===== src/rtl/tetris_pkg.sv =====
// Shared types and constants for the falling-piece control path:
// shape bitmaps, the random-index table, spawn defaults and FSM/action encodings.
package tetris_pkg;

    localparam int SPAWN_X_DEF = 6;
    localparam int SPAWN_Y_DEF = 23;
    localparam int NUM_ACT     = 6;

    localparam logic [15:0] SHAPE_I = 16'h4444;
    localparam logic [15:0] SHAPE_L = 16'h4460;
    localparam logic [15:0] SHAPE_J = 16'h2260;
    localparam logic [15:0] SHAPE_Z = 16'h0C60;
    localparam logic [15:0] SHAPE_S = 16'h06C0;
    localparam logic [15:0] SHAPE_T = 16'h0E40;
    localparam logic [15:0] SHAPE_O = 16'h0660;

    typedef enum logic [2:0] {
        ST_OVER  = 3'd0,
        ST_SPAWN = 3'd1,
        ST_SRES  = 3'd2,
        ST_IDLE  = 3'd3,
        ST_RES   = 3'd4,
        ST_LOCK  = 3'd5,
        ST_CLEAR = 3'd6
    } state_e;

    // Encoding doubles as the pending-bit index; lower index wins arbitration.
    typedef enum logic [2:0] {
        ACT_CW    = 3'd0,
        ACT_CCW   = 3'd1,
        ACT_LEFT  = 3'd2,
        ACT_RIGHT = 3'd3,
        ACT_DROP  = 3'd4,
        ACT_TICK  = 3'd5
    } action_e;

    function automatic logic [15:0] rand_shape(input logic [2:0] r);
        logic [15:0] s;
        case (r)
            3'd0:    s = SHAPE_I;
            3'd1:    s = SHAPE_L;
            3'd2:    s = SHAPE_J;
            3'd3:    s = SHAPE_Z;
            3'd4:    s = SHAPE_S;
            3'd5:    s = SHAPE_T;
            default: s = SHAPE_O;
        endcase
        return s;
    endfunction

endpackage


===== src/rtl/piece_sequencer_if.sv =====
// Request/response link between the piece sequencer and the shared collision checker.
interface piece_sequencer_if;
    logic        chk_req;
    logic [3:0]  chk_x;
    logic [4:0]  chk_y;
    logic [15:0] chk_shape;
    logic        chk_ok;

    modport master (output chk_req, chk_x, chk_y, chk_shape, input chk_ok);
    modport slave  (input chk_req, chk_x, chk_y, chk_shape, output chk_ok);
endinterface


===== src/rtl/piece_sequencer_arbiter.sv =====
// Latches action pulses and grants the lowest-index pending action;
// the granted bit drops on issue unless the same action pulses again.
module action_arbiter
    import tetris_pkg::*;
(
    input  logic               clk,
    input  logic               rst_n,
    input  logic [NUM_ACT-1:0] req_pulse,
    input  logic               accept,
    input  logic               flush,
    input  logic               issue,
    output logic [NUM_ACT-1:0] grant,
    output logic               any
);

    logic [NUM_ACT-1:0] pend_q;
    logic [NUM_ACT-1:0] pend_d;

    // Fixed-priority grant and next pending state.
    always_comb begin
        grant  = pend_q & (~pend_q + 6'd1);
        any    = (pend_q != 6'd0);
        pend_d = flush ? 6'd0
                       : ((pend_q & ~(issue ? grant : 6'd0)) | (accept ? req_pulse : 6'd0));
    end

    // Pending register.
    always_ff @(posedge clk or negedge rst_n) begin
        if (!rst_n) begin
            pend_q <= 6'd0;
        end else begin
            pend_q <= pend_d;
        end
    end

endmodule


===== src/rtl/piece_sequencer.sv =====
// Single-piece control FSM: arbitrates action pulses onto one shared collision
// checker and sequences spawn, move, lock, line-clear handoff and game-over.
module piece_sequencer
    import tetris_pkg::*;
#(
    parameter int SPAWN_X = SPAWN_X_DEF,
    parameter int SPAWN_Y = SPAWN_Y_DEF
) (
    input  logic               clk,
    input  logic               rst_n,
    input  logic               start,
    input  logic               rot_cw,
    input  logic               rot_ccw,
    input  logic               left,
    input  logic               right,
    input  logic               drop,
    input  logic               tick,
    input  logic [2:0]         rand_idx,
    input  logic [15:0]        rot_shape,
    output logic               rot_dir,
    piece_sequencer_if.master  chk,
    output logic [3:0]         pos_x,
    output logic [4:0]         pos_y,
    output logic [15:0]        shape,
    output logic               lock,
    input  logic               clr_done,
    input  logic [2:0]         rows,
    output logic               board_clr,
    output logic               score_hit,
    output logic [1:0]         line_cnt,
    output logic               game_over
);

    localparam logic [3:0] SPX = 4'(SPAWN_X);
    localparam logic [4:0] SPY = 5'(SPAWN_Y);

    state_e      state_q, state_d;
    action_e     act_q, act_d, act_s;
    logic [3:0]  pos_x_q, pos_x_d, cand_x_q, cand_x_d, nx_x_s;
    logic [4:0]  pos_y_q, pos_y_d, cand_y_q, cand_y_d, nx_y_s;
    logic [15:0] shape_q, shape_d, cand_shape_q, cand_shape_d, nx_shape_s;
    logic        lock_q, lock_d, board_clr_q, board_clr_d;
    logic        score_hit_q, score_hit_d, game_over_q, game_over_d;
    logic [1:0]  line_cnt_q, line_cnt_d;
    logic        chk_req_s, issue_s, flush_s, accept_s, any_s, down_s;
    logic [3:0]  chk_x_s;
    logic [4:0]  chk_y_s;
    logic [15:0] chk_shape_s;
    logic [NUM_ACT-1:0] grant_s;

    assign accept_s = !start && ((state_q == ST_SRES) || (state_q == ST_IDLE) || (state_q == ST_RES));

    action_arbiter u_arb (
        .clk       (clk),
        .rst_n     (rst_n),
        .req_pulse ({tick, drop, right, left, rot_ccw, rot_cw}),
        .accept    (accept_s),
        .flush     (flush_s),
        .issue     (issue_s),
        .grant     (grant_s),
        .any       (any_s)
    );

    // Decode the granted action and build its candidate placement.
    always_comb begin
        case (grant_s)
            6'b000001: act_s = ACT_CW;
            6'b000010: act_s = ACT_CCW;
            6'b000100: act_s = ACT_LEFT;
            6'b001000: act_s = ACT_RIGHT;
            6'b010000: act_s = ACT_DROP;
            6'b100000: act_s = ACT_TICK;
            default:   act_s = ACT_CW;
        endcase
        rot_dir    = (act_s == ACT_CCW);
        down_s     = (act_s == ACT_DROP) || (act_s == ACT_TICK);
        nx_x_s     = pos_x_q;
        nx_y_s     = pos_y_q;
        nx_shape_s = shape_q;
        case (act_s)
            ACT_CW, ACT_CCW: nx_shape_s = rot_shape;
            ACT_LEFT:        nx_x_s     = pos_x_q - 4'd1;
            ACT_RIGHT:       nx_x_s     = pos_x_q + 4'd1;
            default:         nx_y_s     = pos_y_q - 5'd1;
        endcase
    end

    // FSM next state, check requests and strobe generation.
    always_comb begin
        state_d      = state_q;
        act_d        = act_q;
        pos_x_d      = pos_x_q;
        pos_y_d      = pos_y_q;
        shape_d      = shape_q;
        cand_x_d     = cand_x_q;
        cand_y_d     = cand_y_q;
        cand_shape_d = cand_shape_q;
        board_clr_d  = 1'b0;
        score_hit_d  = 1'b0;
        line_cnt_d   = line_cnt_q;
        chk_req_s    = 1'b0;
        chk_x_s      = pos_x_q;
        chk_y_s      = pos_y_q;
        chk_shape_s  = shape_q;
        issue_s      = 1'b0;
        flush_s      = 1'b0;
        if (start) begin
            board_clr_d = 1'b1;
            flush_s     = 1'b1;
            state_d     = ST_SPAWN;
        end else begin
            case (state_q)
                ST_SPAWN: begin
                    shape_d     = rand_shape(rand_idx);
                    pos_x_d     = SPX;
                    pos_y_d     = SPY;
                    chk_req_s   = 1'b1;
                    chk_x_s     = SPX;
                    chk_y_s     = SPY;
                    chk_shape_s = rand_shape(rand_idx);
                    state_d     = ST_SRES;
                end
                ST_SRES: state_d = chk_ok_ok() ? ST_IDLE : ST_OVER;
                ST_IDLE: begin
                    if (any_s) begin
                        issue_s = 1'b1;
                        act_d   = act_s;
                        // Moving down from row 0 fails without spending a check.
                        if (down_s && (pos_y_q == 5'd0)) begin
                            state_d = ST_LOCK;
                        end else begin
                            chk_req_s    = 1'b1;
                            chk_x_s      = nx_x_s;
                            chk_y_s      = nx_y_s;
                            chk_shape_s  = nx_shape_s;
                            cand_x_d     = nx_x_s;
                            cand_y_d     = nx_y_s;
                            cand_shape_d = nx_shape_s;
                            state_d      = ST_RES;
                        end
                    end else begin
                        state_d = ST_IDLE;
                    end
                end
                ST_RES: begin
                    if (chk_ok_ok()) begin
                        pos_x_d = cand_x_q;
                        pos_y_d = cand_y_q;
                        shape_d = cand_shape_q;
                        if (act_q != ACT_DROP) begin
                            state_d = ST_IDLE;
                        end else if (cand_y_q == 5'd0) begin
                            state_d = ST_LOCK;
                        end else begin
                            chk_req_s   = 1'b1;
                            chk_x_s     = cand_x_q;
                            chk_y_s     = cand_y_q - 5'd1;
                            chk_shape_s = cand_shape_q;
                            cand_y_d    = cand_y_q - 5'd1;
                        end
                    end else begin
                        state_d = ((act_q == ACT_DROP) || (act_q == ACT_TICK)) ? ST_LOCK : ST_IDLE;
                    end
                end
                ST_LOCK: begin
                    flush_s = 1'b1;
                    state_d = ST_CLEAR;
                end
                ST_CLEAR: begin
                    if (clr_done) begin
                        if (rows != 3'd0) begin
                            score_hit_d = 1'b1;
                            line_cnt_d  = 2'(rows - 3'd1);
                        end else begin
                            score_hit_d = 1'b0;
                        end
                        state_d = ST_SPAWN;
                    end else begin
                        state_d = ST_CLEAR;
                    end
                end
                default: state_d = ST_OVER;
            endcase
        end
        lock_d      = (state_d == ST_LOCK);
        game_over_d = (state_d == ST_OVER);
    end

    function automatic logic chk_ok_ok();
        return chk.chk_ok;
    endfunction

    // State, piece and registered-strobe flops.
    always_ff @(posedge clk or negedge rst_n) begin
        if (!rst_n) begin
            state_q      <= ST_OVER;
            act_q        <= ACT_CW;
            pos_x_q      <= SPX;
            pos_y_q      <= SPY;
            shape_q      <= 16'h0000;
            cand_x_q     <= 4'd0;
            cand_y_q     <= 5'd0;
            cand_shape_q <= 16'h0000;
            lock_q       <= 1'b0;
            board_clr_q  <= 1'b0;
            score_hit_q  <= 1'b0;
            line_cnt_q   <= 2'd0;
            game_over_q  <= 1'b1;
        end else begin
            state_q      <= state_d;
            act_q        <= act_d;
            pos_x_q      <= pos_x_d;
            pos_y_q      <= pos_y_d;
            shape_q      <= shape_d;
            cand_x_q     <= cand_x_d;
            cand_y_q     <= cand_y_d;
            cand_shape_q <= cand_shape_d;
            lock_q       <= lock_d;
            board_clr_q  <= board_clr_d;
            score_hit_q  <= score_hit_d;
            line_cnt_q   <= line_cnt_d;
            game_over_q  <= game_over_d;
        end
    end

    assign chk.chk_req   = chk_req_s;
    assign chk.chk_x     = chk_x_s;
    assign chk.chk_y     = chk_y_s;
    assign chk.chk_shape = chk_shape_s;
    assign pos_x         = pos_x_q;
    assign pos_y         = pos_y_q;
    assign shape         = shape_q;
    assign lock          = lock_q;
    assign board_clr     = board_clr_q;
    assign score_hit     = score_hit_q;
    assign line_cnt      = line_cnt_q;
    assign game_over     = game_over_q;

endmodule


===== src/flat_wrapper.sv =====
// flat-port wrapper written by rule: the top's interface ports become plain ports
module piece_sequencer_flat import tetris_pkg::*;
#(
    parameter int SPAWN_X = SPAWN_X_DEF,
    parameter int SPAWN_Y = SPAWN_Y_DEF
)
  (clk, rst_n, start, rot_cw, rot_ccw, left, right, drop, tick, rand_idx, rot_shape, rot_dir, pos_x, pos_y, shape, lock, clr_done, rows, board_clr, score_hit, line_cnt, game_over, chk_chk_req, chk_chk_x, chk_chk_y, chk_chk_shape, chk_chk_ok);
  piece_sequencer_if chk_i ();
  input  logic clk;
  input  logic rst_n;
  input  logic start;
  input  logic rot_cw;
  input  logic rot_ccw;
  input  logic left;
  input  logic right;
  input  logic drop;
  input  logic tick;
  input  logic [2:0] rand_idx;
  input  logic [15:0] rot_shape;
  output logic rot_dir;
  output logic [3:0] pos_x;
  output logic [4:0] pos_y;
  output logic [15:0] shape;
  output logic lock;
  input  logic clr_done;
  input  logic [2:0] rows;
  output logic board_clr;
  output logic score_hit;
  output logic [1:0] line_cnt;
  output logic game_over;
  output wire logic [$bits(chk_i.chk_req)-1:0] chk_chk_req;
  output wire logic [$bits(chk_i.chk_x)-1:0] chk_chk_x;
  output wire logic [$bits(chk_i.chk_y)-1:0] chk_chk_y;
  output wire logic [$bits(chk_i.chk_shape)-1:0] chk_chk_shape;
  input wire logic [$bits(chk_i.chk_ok)-1:0] chk_chk_ok;
  assign chk_chk_req = chk_i.chk_req;
  assign chk_chk_x = chk_i.chk_x;
  assign chk_chk_y = chk_i.chk_y;
  assign chk_chk_shape = chk_i.chk_shape;
  assign chk_i.chk_ok = chk_chk_ok;
  piece_sequencer #(.SPAWN_X(SPAWN_X), .SPAWN_Y(SPAWN_Y)) u_core (.clk(clk), .rst_n(rst_n), .start(start), .rot_cw(rot_cw), .rot_ccw(rot_ccw), .left(left), .right(right), .drop(drop), .tick(tick), .rand_idx(rand_idx), .rot_shape(rot_shape), .rot_dir(rot_dir), .chk(chk_i), .pos_x(pos_x), .pos_y(pos_y), .shape(shape), .lock(lock), .clr_done(clr_done), .rows(rows), .board_clr(board_clr), .score_hit(score_hit), .line_cnt(line_cnt), .game_over(game_over));
endmodule

===== config.mk =====
export PLATFORM = sky130hd
export DESIGN_NAME = piece_sequencer_flat
export DESIGN_NICKNAME = d
export VERILOG_FILES = /design/src/rtl/tetris_pkg.sv /design/src/rtl/piece_sequencer_if.sv /design/src/rtl/piece_sequencer_arbiter.sv /design/src/rtl/piece_sequencer.sv /design/src/flat_wrapper.sv
export SDC_FILE = /design/constraint.sdc
export NUM_CORES = 1
export LEC_CHECK = 0
export ABC_AREA = 1
export BUFFER_PORTS_ARGS = -buffer_cell sky130_fd_sc_hd__buf_2
export CAP_MARGIN = 0
export CORE_MARGIN = 1.5
export CORE_UTILIZATION = 30
export DETAILED_ROUTE_END_ITERATION = 7
export PLACE_DENSITY = 0.51
export SLEW_MARGIN = 5
export SYNTH_ARGS = -nofsm -noshare
export SYNTH_HDL_FRONTEND = slang
export SYNTH_HIERARCHICAL = 1
export SYNTH_SLANG_ARGS = --single-unit

===== constraint.sdc =====
create_clock -name clk -period 5.3 [get_ports clk]
set_clock_uncertainty 0.1 [all_clocks]
set_input_delay 1.325 -clock clk [delete_from_list [all_inputs] [get_ports clk]]
set_output_delay 1.325 -clock clk [all_outputs]
set_load 0.05 [all_outputs]

**Word-level counts from Yosys, hierarchy flattened**

Cells that the tools add are included.

- Register bits after elaboration: 68
- Latch bits: 0
- Bits in writable memories: 0
- ROM bits: 0
- Input bits: 33
- Word-level logic and storage cells: 148
- Memories kept: 0

- Add/subtract/negate cells: 6
- $mul: 0
- Div/mod/pow operators: 0
- Order comparisons: 0
- Eq/ne operators: 30
- Shift operators: 0
- Muxes and demuxes: 68
- Bitwise logic cells: 7
- Reductions and logical operators: 23

Operators by type and width:

| operator | number |
|---|---|
| 16-bit 2-to-1 mux | 8 |
| 15-bit one-hot mux with 6 select lines | 1 |
| 5-bit 2-to-1 mux | 13 |
| 16-bit one-hot mux with 3 select lines | 1 |
| 16-bit one-hot mux with 2 select lines | 1 |
| 3-bit == test, second input constant | 10 |
| 4-bit 2-to-1 mux | 7 |
| 3-bit 2-to-1 mux | 7 |
| 5-bit one-hot mux with 2 select lines | 2 |
| 3-bit by 2-bit == test with 1-bit output, second input constant | 6 |
| 6-bit 2-to-1 mux | 3 |
| 3-bit one-hot mux with 6 select lines | 1 |
| 1-bit 2-to-1 mux | 17 |
| 4-bit one-hot mux with 2 select lines | 2 |
| 3-bit one-hot mux with 5 select lines | 1 |
| 5-bit one-hot mux with 3 select lines | 1 |
| 6-bit bitwise AND | 2 |
| 6-bit NOT | 2 |
| 4-bit one-hot mux with 3 select lines | 1 |
| 5-bit logical NOT | 2 |
| 5-bit by 1-bit subtractor with 5-bit output, second input constant | 2 |
| 3-bit by 1-bit == test with 1-bit output, second input constant | 3 |
| 3-bit logical NOT | 3 |
| 2-bit != test, second input constant | 4 |
| 26 further kinds | 34 |

**Longest topological paths before layout**

Gate-level depths: netlist of run 1.

- Depth in word-level cells: 13
- Gate-level depth with buffers: 17
- Gate-level depth less buffers: 17

**Modules after synthesis**

Netlist of run 1, hierarchy kept.

Modules (own cells, without submodules):

| module | instances | cells each | area each (µm²) | seq. area each (µm²) |
|---|---|---|---|---|
| piece_sequencer | 1 | 623 | 4292.9 | 1560.2 |
| action_arbiter | 1 | 44 | 334.1 | 150.1 |

**Worst setup path after synthesis of run 1**

No wires, ideal clock.

- Path kind: input-to-output
- From: in chk_chk_ok
- To: out chk_chk_shape[0]
- Arrival: 2.937 ns
- Required time: 3.875 ns
- Setup slack: 0.938 ns
- Cell stages on the path: 7
- Path through: inv_1 -> nor2_2 -> nand2_2 -> nand2_1 -> nand2_2 -> nor2_4 -> o21ai_0

- Longest elaborated chain between the ends: 3

Ends and longest elaborated chain:

| what | line | RTL |
|---|---|---|
| from (decl) | flat_wrapper.sv:35 | `input wire logic [$bits(chk_i.chk_ok)-1:0] chk_chk_ok;` |
| 16-bit 2-to-1 mux | piece_sequencer.sv:146 | `if (chk_ok_ok()) begin` |
| 16-bit one-hot mux with 3 select lines | piece_sequencer.sv:112 | `case (state_q)` |
| 16-bit 2-to-1 mux | piece_sequencer.sv:107 | `if (start) begin` |
| to (decl) | flat_wrapper.sv:34 | `output wire logic [$bits(chk_i.chk_shape)-1:0] chk_chk_shape;` |

Every way passes these cells.

**Final worst setup path of run 1**

- From: reg u_core.u_arb.pend_q[0]
- To: out chk_chk_shape[14]

- Longest elaborated chain between the ends: 12
- Elaborated cells between the ends (all ways): 22

Ends and longest elaborated chain:

| what | line | RTL |
|---|---|---|
| from (decl) | piece_sequencer_arbiter.sv:16 | `logic [NUM_ACT-1:0] pend_q;` |
| from (signal assigned) | piece_sequencer_arbiter.sv:32 | `pend_q <= pend_d;` |
| 6-bit NOT (*) | piece_sequencer_arbiter.sv:21 | `grant = pend_q & (~pend_q + 6'd1);` |
| 6-bit by 1-bit adder with 6-bit output (*) | piece_sequencer_arbiter.sv:21 |  |
| 6-bit bitwise AND (*) | piece_sequencer_arbiter.sv:21 |  |
| via u_core.grant_s[5] | piece_sequencer.sv:49 | `logic [NUM_ACT-1:0] grant_s;` |
| 6-bit == test, or another cell as far along | piece_sequencer.sv:66 | `case (grant_s)` |
| 3-bit one-hot mux with 5 select lines (*) | piece_sequencer.sv:66 |  |
| 3-bit by 1-bit == test with 1-bit output, or another cell as far along | piece_sequencer.sv:80 | `case (act_s)` |
| 2-bit OR reduction / 1-bit logical OR (equally long branches) | piece_sequencer.sv:80, piece_sequencer.sv:76 |  |
| 16-bit 2-to-1 mux / 1-bit logical AND (equally long branches) | piece_sequencer.sv:80, piece_sequencer.sv:129 |  |
| 16-bit 2-to-1 mux (*) | piece_sequencer.sv:129 | `if (down_s && (pos_y_q == 5'd0)) begin` |
| 16-bit 2-to-1 mux (*) | piece_sequencer.sv:125 | `if (any_s) begin` |
| 16-bit one-hot mux with 3 select lines (*) | piece_sequencer.sv:112 |  |
| 16-bit 2-to-1 mux (*) | piece_sequencer.sv:107 |  |

The timed path passes the listed nets; every way through them passes the cells marked *.

==> results of run 1 <==
==> sequential cells by signal, summed over array words and instances, names as in the netlist, 2 cells and up <==
register	count
u_core/cand_x_q	4
u_core/u_arb/pend_q	6
u_core/cand_shape_q	16
u_core/act_q	3
u_core/cand_y_q	5
u_core/pos_y	5
u_core/line_cnt	2
u_core/state_q	3
u_core/pos_x	4
u_core/shape	16
==> where the power goes <==
| part | switching [mW] | internal, mW | leakage, nW |
|---|---|---|---|
| Combinational | 0.988 | 0.340 | 1.88 |
| Sequential | 0.141 | 0.691 | 0.869 |
| Clock | 0.239 | 0.315 | 0.124 |
| Total | 1.37 | 1.35 | 2.88 |
==> worst max path at each step <==
stage | end | slack [ns] | depth (start not counted)
2_1_floorplan | chk_chk_shape[0] | 0.94 | 7
3_3_place_gp | chk_chk_x[3] | 0.88 | 11
3_5_place_dp | chk_chk_req | 0.84 | 9
4_1_cts | chk_chk_shape[9] | 0.54 | 11
5_1_grt | chk_chk_shape[9] | 0.15 | 14
6_report | chk_chk_shape[14] | 0.59 | 14
==> placed cells by master (no fill, tap or decap), types with 10 or more instances in the layout <==
master,netlist,routed
a21oi_1,23,23
buf_2,8,90
dfrtp_1,61,61
inv_1,65,65
inv_2,13,13
nand2_1,217,217
nand2_2,20,20
nand3_1,53,53
nor2_1,41,41
o21ai_0,69,69
o21ai_2,10,10
==> per-layer routing <==
| layer | wire length, um | up-vias | track usage | part of all wire |
|---|---|---|---|---|
| li1 | - | 2303 | - | - |
| met1 | 6650 | 2103 | 0.247 | 0.47 |
| met2 | 6470 | 101 | 0.295 | 0.46 |
| met3 | 691 | 14 | 0.0302 | 0.049 |
| met4 | 248 | 0 | 0.0682 | 0.018 |
| met5 | 0 | - | 0 | 0 |
==> cell type report <==
class                   count  area [sq um]
repair buffers             95           488
flip-flops and latches     68          1710
multi-input cells         497          2460
well taps                 188           235
fillers                  1645          9690
clock buffers              10           229
clock inverters             6          41.3
inverters                  78           293
==> critical path, delay by kind of cell, from the launching register on <==
kind,cells,cell delay (ns)
AO/OA/AOI/OAI,1,0.33
buffers and inverters,2,0.32
flip-flops,1,0.49
AND/OR/NAND/NOR,11,1.77
==> through the flow <==
| stage | setup slack (ns) | instances | hold slack, ns |
|---|---|---|---|
| 6_report | 0.587 | 942 | 0.398 |
| 3_3_place_gp | 0.885 | 926 | 0.382 |
| 5_1_grt | 0.147 | 942 | 0.415 |
| 3_5_place_dp | 0.843 | 926 | 0.379 |
| 4_1_cts | 0.545 | 942 | 0.402 |
| 2_1_floorplan | 0.938 | 667 | 0.362 |
==> logic make-up (layout without fill, tap and decap cells) <==
family / after synthesis / in the layout
buffers and inverters: 102 / 189
DFF: 68 / 68
xor gates and xnor gates: 9 / 9
adders and majority gates: 6 / 6
AOI/OAI and AO/OA: 117 / 117
and+or+nand+nor: 365 / 365
==> results.json, run 1 <==
{
  "endpoint_kind": "output pin",
  "critPathKind": "reg -> out",
  "die_w_um": 127,
  "numPortBuffers": 90,
  "drtPass1Iterations": 5,
  "drtIter0Drc": 286,
  "synth_xor_area_frac": 0.0170,
  "path_common_cell": "nand2_1",
  "reg2reg_depth": 12,
  "rows": 45,
  "status": "finished clean",
  "die-area_sq_um": 16200,
  "holdPathStages": 2,
  "route.detailed.drc": 0,
  "synth-compound-area-share": 0.143,
  "final.setup.tns_ns": 0,
  "clock_path_buffers": 2,
  "synthArstFlopShare": 1.00,
  "synthToLayoutAreaGrowth_pct": 17.8,
  "crit_required_ns": 3.88,
  "wirelength_um": 14100,
  "dp_hpwl_um": 10000,
  "cellLeakagePower_nw": 2.88,
  "cp-startpoint": "u_core/u_arb/pend_q[0]",
  "n_antenna_cell": 0,
  "synth.top_cell.area_share": 0.330,
  "fin_crit_ns": 4.71,
  "syn_avg_cell_area_sq_um": 6.94,
  "finalHoldViolations": 0,
  "synth_fa_ha_area_frac": 0.0178,
  "drive_gt1_frac": 0.243,
  "syn_area_sq_um": 4630,
  "clock_sinks": 68,
  "hp-start": "u_core/cand_shape_q[11]",
  "setup_violations": 0,
  "cts-root-buf": "clkbuf_16",
  "ctsHoldBuffers": 0,
  "synth_sequential_area_ratio": 0.370,
  "r2r_slack_ns": 2.45,
  "ys_seq_elements": 68,
  "coreArea_sq_um": 15100,
  "path_clk_slew_ns": 0.06,
  "finalCritPeriodShare": 0.889,
  "grt_pass1_wl_um": 22800,
  "crit_chain": "nor2_2, nand2_2, nor3_1, nor2_2, inv_1, nor2_1, nand2_2, nand2_2, a21oi_1, nand2_1, nand2_1, nand2_1, nand2_1, buf_2",
  "gp_congestion": 0.817,
  "synthFlopType": "dfrtp_1",
  "min_to": "u_core/cand_shape_q[11]",
  "p_total_mw": 2.71,
  "drv_slew": 0,
  "ioPinCount": 91,
  "synth_edf_count": 0,
  "worstReg2RegEnd": "u_core/cand_shape_q[10]",
  "drv_cap": 0,
  "cts_tree": "done",
  "slew_headroom": 0.435,
  "synth_top_cell_by_area": "dfrtp_1",
  "wl_per_cell_um": 14.9,
  "ir_drop_mv": 0.211,
  "syn_inst": 667,
  "grt_pass1_vias": 4282,
  "vias": 4521,
  "fp.dieH_um": 127,
  "cts_setup_buffers": 0,
  "synthMuxAreaShare": 0,
  "start_util": 0.305,
  "synth_top_family_by_area": "simple AND/OR/NAND/NOR gates",
  "synth.net_count": 706,
  "grt_remaining_overflow": 0,
  "cts-resized-gates": 0,
  "stdcell_area_sq_um": 5450,
  "grt_antenna_before_repair": 0,
  "cp_slowest_cell": "dfrtp_1",
  "critPathMaxStageDelay_ns": 0.49,
  "yosys.area_share.simple": 0.353,
  "dpl_cell_area_sq_um": 5180,
  "ys_top_cells_by_count": "nand2_1 (217), o21ai_0 (69), inv_1 (65)",
  "r2r-start": "u_core/u_arb/pend_q[0]",
  "ctsHtreeMaxLevel": 3,
  "hold_path.class": "reg -> reg",
  "yosysMostFrequentCell": "nand2_1",
  "clock_latency_ns": 0.34,
  "rsz0062_at_grt": "false",
  "arrival_ns": 3.29,
  "critPathLaunchType": "register",
  "tightest_slew_ns": 0.848,
  "finalNetCount": 788,
  "numCtsBuffers": 9,
  "ant_nets": 0,
  "synth_area_leaders": "dfrtp_1 (33%), nand2_1 (18%), o21ai_0 (7.5%)",
  "via_per_inst": 4.80,
  "powerDensity_nw_per_um2": 498,
  "synth.distinct_cells": 36,
  "max_freq_ghz": 0.212,
  "grt_max_degree": 49,
  "cp_max_fo": 22,
  "fin_util": 0.360,
  "track_usage": 0.183,
  "synth_warnings": 6
}
(Power assumes the default switching activity.)
==> inputs of run 2 (changes only) <==
- ABC_AREA: 1 -> not set
==> run 2 against run 1 <==
  * Final cell count decreased by 19%
  * Core utilization increased by 1.8 points
  * Clock-buffer cell count unchanged
  * Worst setup slack got worse by 0.29 ns
  * Final area decreased by 2.6%
  * Power decreased by 12%
==> results.json, run 2 <==
{
  "switching_share": 0.428,
  "powerDensity_nw_per_um2": 451,
  "clkPwrFrac": 0.272,
  "ys_top_cells_by_count": "nand2_1 (67), dfrtp_1 (61), o21ai_0 (49)",
  "synth.net_count": 540,
  "max_freq_ghz": 0.200,
  "coreArea_sq_um": 14000,
  "rows": 43,
  "p_int_mw": 1.37,
  "route.detailed.drc": 0,
  "synthFlopType": "dfrtp_1",
  "path_clk_slew_ns": 0.06,
  "arrival_ns": 3.57,
  "drv_cap": 0,
  "drtIter0Drc": 217,
  "ir_drop_mv": 0.374,
  "finalNetCount": 621,
  "die-area_sq_um": 15300,
  "crit_buf_inv": 2,
  "cp_top_family": "simple AND/OR/NAND/NOR gates",
  "track_usage": 0.186,
  "drive_gt1_frac": 0.271,
  "status": "finished clean",
  "fp.dieH_um": 124,
  "cp_slowest_cell": "dfrtp_1",
  "final.setup.tns_ns": 0,
  "syn_area_sq_um": 4360,
  "crit_chain": "or3_4, nor3_4, and2_1, nor3_1, nand3_1, inv_1, fa_1, xnor2_1, mux2_2, a221oi_1, o21ai_0, buf_2",
  "drv_slew": 0,
  "cellLeakagePower_nw": 2.59,
  "setup_ws_ns": 0.302,
  "crit_required_ns": 3.88,
  "synth_top_cell_by_area": "dfrtp_1",
  "whs_ns": 0.381,
  "grt_max_degree": 37,
  "dp_hpwl_um": 9240,
  "synth_warnings": 6,
  "via_per_inst": 5.45,
  "synth.distinct_cells": 71,
  "slew_headroom": 0.362,
  "ant_nets": 0,
  "gp_congestion": 0.823,
  "grt_remaining_overflow": 0,
  "wl_per_cell_um": 17.6,
  "grt_antenna_before_repair": 0,
  "stdcell_area_sq_um": 5310,
  "dr_wl_met3_um": 821,
  "clock_path_buffers": 2,
  "start_util": 0.310,
  "wl_met1_um": 6380,
  "n_antenna_cell": 0,
  "synth_area_leaders": "dfrtp_1 (35%), nand2_1 (5.8%), o21ai_0 (5.6%)",
  "critPathLaunchType": "register",
  "numCtsBuffers": 9,
  "setup_violations": 0,
  "clock_latency_ns": 0.34,
  "p_total_mw": 2.39,
  "seqPwrFrac": 0.338,
  "power.switching_mw": 1.02,
  "syn_inst": 501,
  "finalCritPeriodShare": 0.943,
  "met2_length_um": 6130,
  "finalHoldViolations": 0,
  "vias": 4182,
  "critPathMaxStageDelay_ns": 0.52,
  "hold_path.class": "reg -> reg",
  "tightest_slew_ns": 0.953,
  "yosysMostFrequentCell": "nand2_1",
  "critPathKind": "reg -> out",
  "dpl_worst_slack_ns": 0.495,
  "final_common_cell": "buf_2",
  "final_cell_mix": "buf_2 (90), nand2_1 (67), dfrtp_1 (61), o21ai_0 (49), nor2_1 (34)",
  "synthToLayoutAreaGrowth_pct": 21.8,
  "ctsHtreeMaxLevel": 3,
  "endpoint_kind": "output pin",
  "clock_sinks": 68,
  "ioPinCount": 91,
  "die_w_um": 124,
  "fin_crit_ns": 5.00,
  "syn_avg_cell_area_sq_um": 8.70,
  "cts_tree": "done",
  "cts-root-buf": "clkbuf_16",
  "rsz0062_at_grt": "false",
  "ys_seq_elements": 68,
  "dpl_cell_area_sq_um": 4960,
  "synth_sequential_area_ratio": 0.392,
  "combPwrFrac": 0.390,
  "wirelength_um": 13500,
  "drtPass1Iterations": 4,
  "grt_pass1_wl_um": 21400,
  "numPortBuffers": 90,
  "grt_pass1_vias": 4023,
  "synth.top_cell.area_share": 0.350,
  "synthArstFlopShare": 1.00,
  "dr.max_layer_used": "met4",
  "synth_edf_count": 0,
  "cp_max_fo": 13
}
==> run 2: cell count changes in the layout (fill, tap and decap cells not counted), sizes merged, moves of 11 or more <==
cell,delta
a21oi,+11
mux2i,+20
nand3,-40
nor3,+12
a21o,+11
a221o,+17
inv,-62
nand2,-171
nor2,-19
o21ai,-32
==> run 2: cell families after synthesis <==
family | count (synthesis) | share of synthesized area
AO/OA/AOI/OAI | 160 | 0.250
XOR/XNOR | 12 | 0.0241
adder cells (fa/ha/maj) | 6 | 0.0189
buffers and inverters | 49 | 0.0508
flip-flops | 68 | 0.392
multiplexers | 23 | 0.0537
AND/OR/NAND/NOR | 183 | 0.210
==> run 2: worst reg2reg max path: cells and delay by family (launching register included) <==
kind / cells / cell delay, ns
multiplexers: 1 / 0.34
buffers and inverters: 1 / 0.24
AND/OR/NAND/NOR: 5 / 1.48
XOR/XNOR: 1 / 0.37
flip-flops: 1 / 0.52
==> run 2: stage by stage <==
stage | util | instances
2_1_floorplan | - | 501
3_3_place_gp | 0.353 | 749
3_5_place_dp | 0.353 | 749
4_1_cts | 0.376 | 765
5_1_grt | 0.378 | 767
6_report | 0.378 | 767
==> run 2: power by group through the flow <==
stage	logic, mW	registers [mW]	clock network, mW
finish	0.934	0.810	0.650
global placement	0.924	0.811	0
detailed placement	0.931	0.815	0
global route	1.02	0.832	0.695
floorplan	0.592	0.912	0
CTS	0.933	0.808	0.669
==> run 2: what timing repair did <==
item,CTS,global route
buffers inserted,0,2
gates resized for setup,0,2
setup endpoints to repair,0,18
hold buffers,0,0
==> run 2: layout make-up <==
type	count	area, sq um
clock buffer	10	229
clock inverter	6	90.1
fill	1438	8730
inverter	17	63.8
multi-input combinational	384	2450
sequential	68	1710
tap	180	225
timing repair buffer	102	541
==> run 2: path summary, 6_finish.rpt <==
| kind | from | endpoint | slack, ns | cells past startpoint |
|---|---|---|---|---|
| worst max-delay path | u_core/u_arb/pend_q[0] | chk_chk_x[2] | 0.30 | 12 |
| worst min-delay path | u_core/line_cnt[1] | u_core/line_cnt[1] | 0.38 | 2 |
| worst max register to register | u_core/u_arb/pend_q[0] | u_core/cand_x_q[2] | 2.16 | 8 |
| worst min register to register | u_core/line_cnt[1] | u_core/line_cnt[1] | 0.38 | 2 |
| max in group asynchronous | rst_n | u_core/pos_y[2] | 3.09 | 2 |
| min in group asynchronous | rst_n | u_core/pos_x[3] | 1.00 | 1 |
==> run 2: routing by layer <==
layer  vias up  track usage
li1       1994            -
met1      2045        0.250
met2       131        0.292
met3        12       0.0554
met4         0       0.0467
met5         -            0
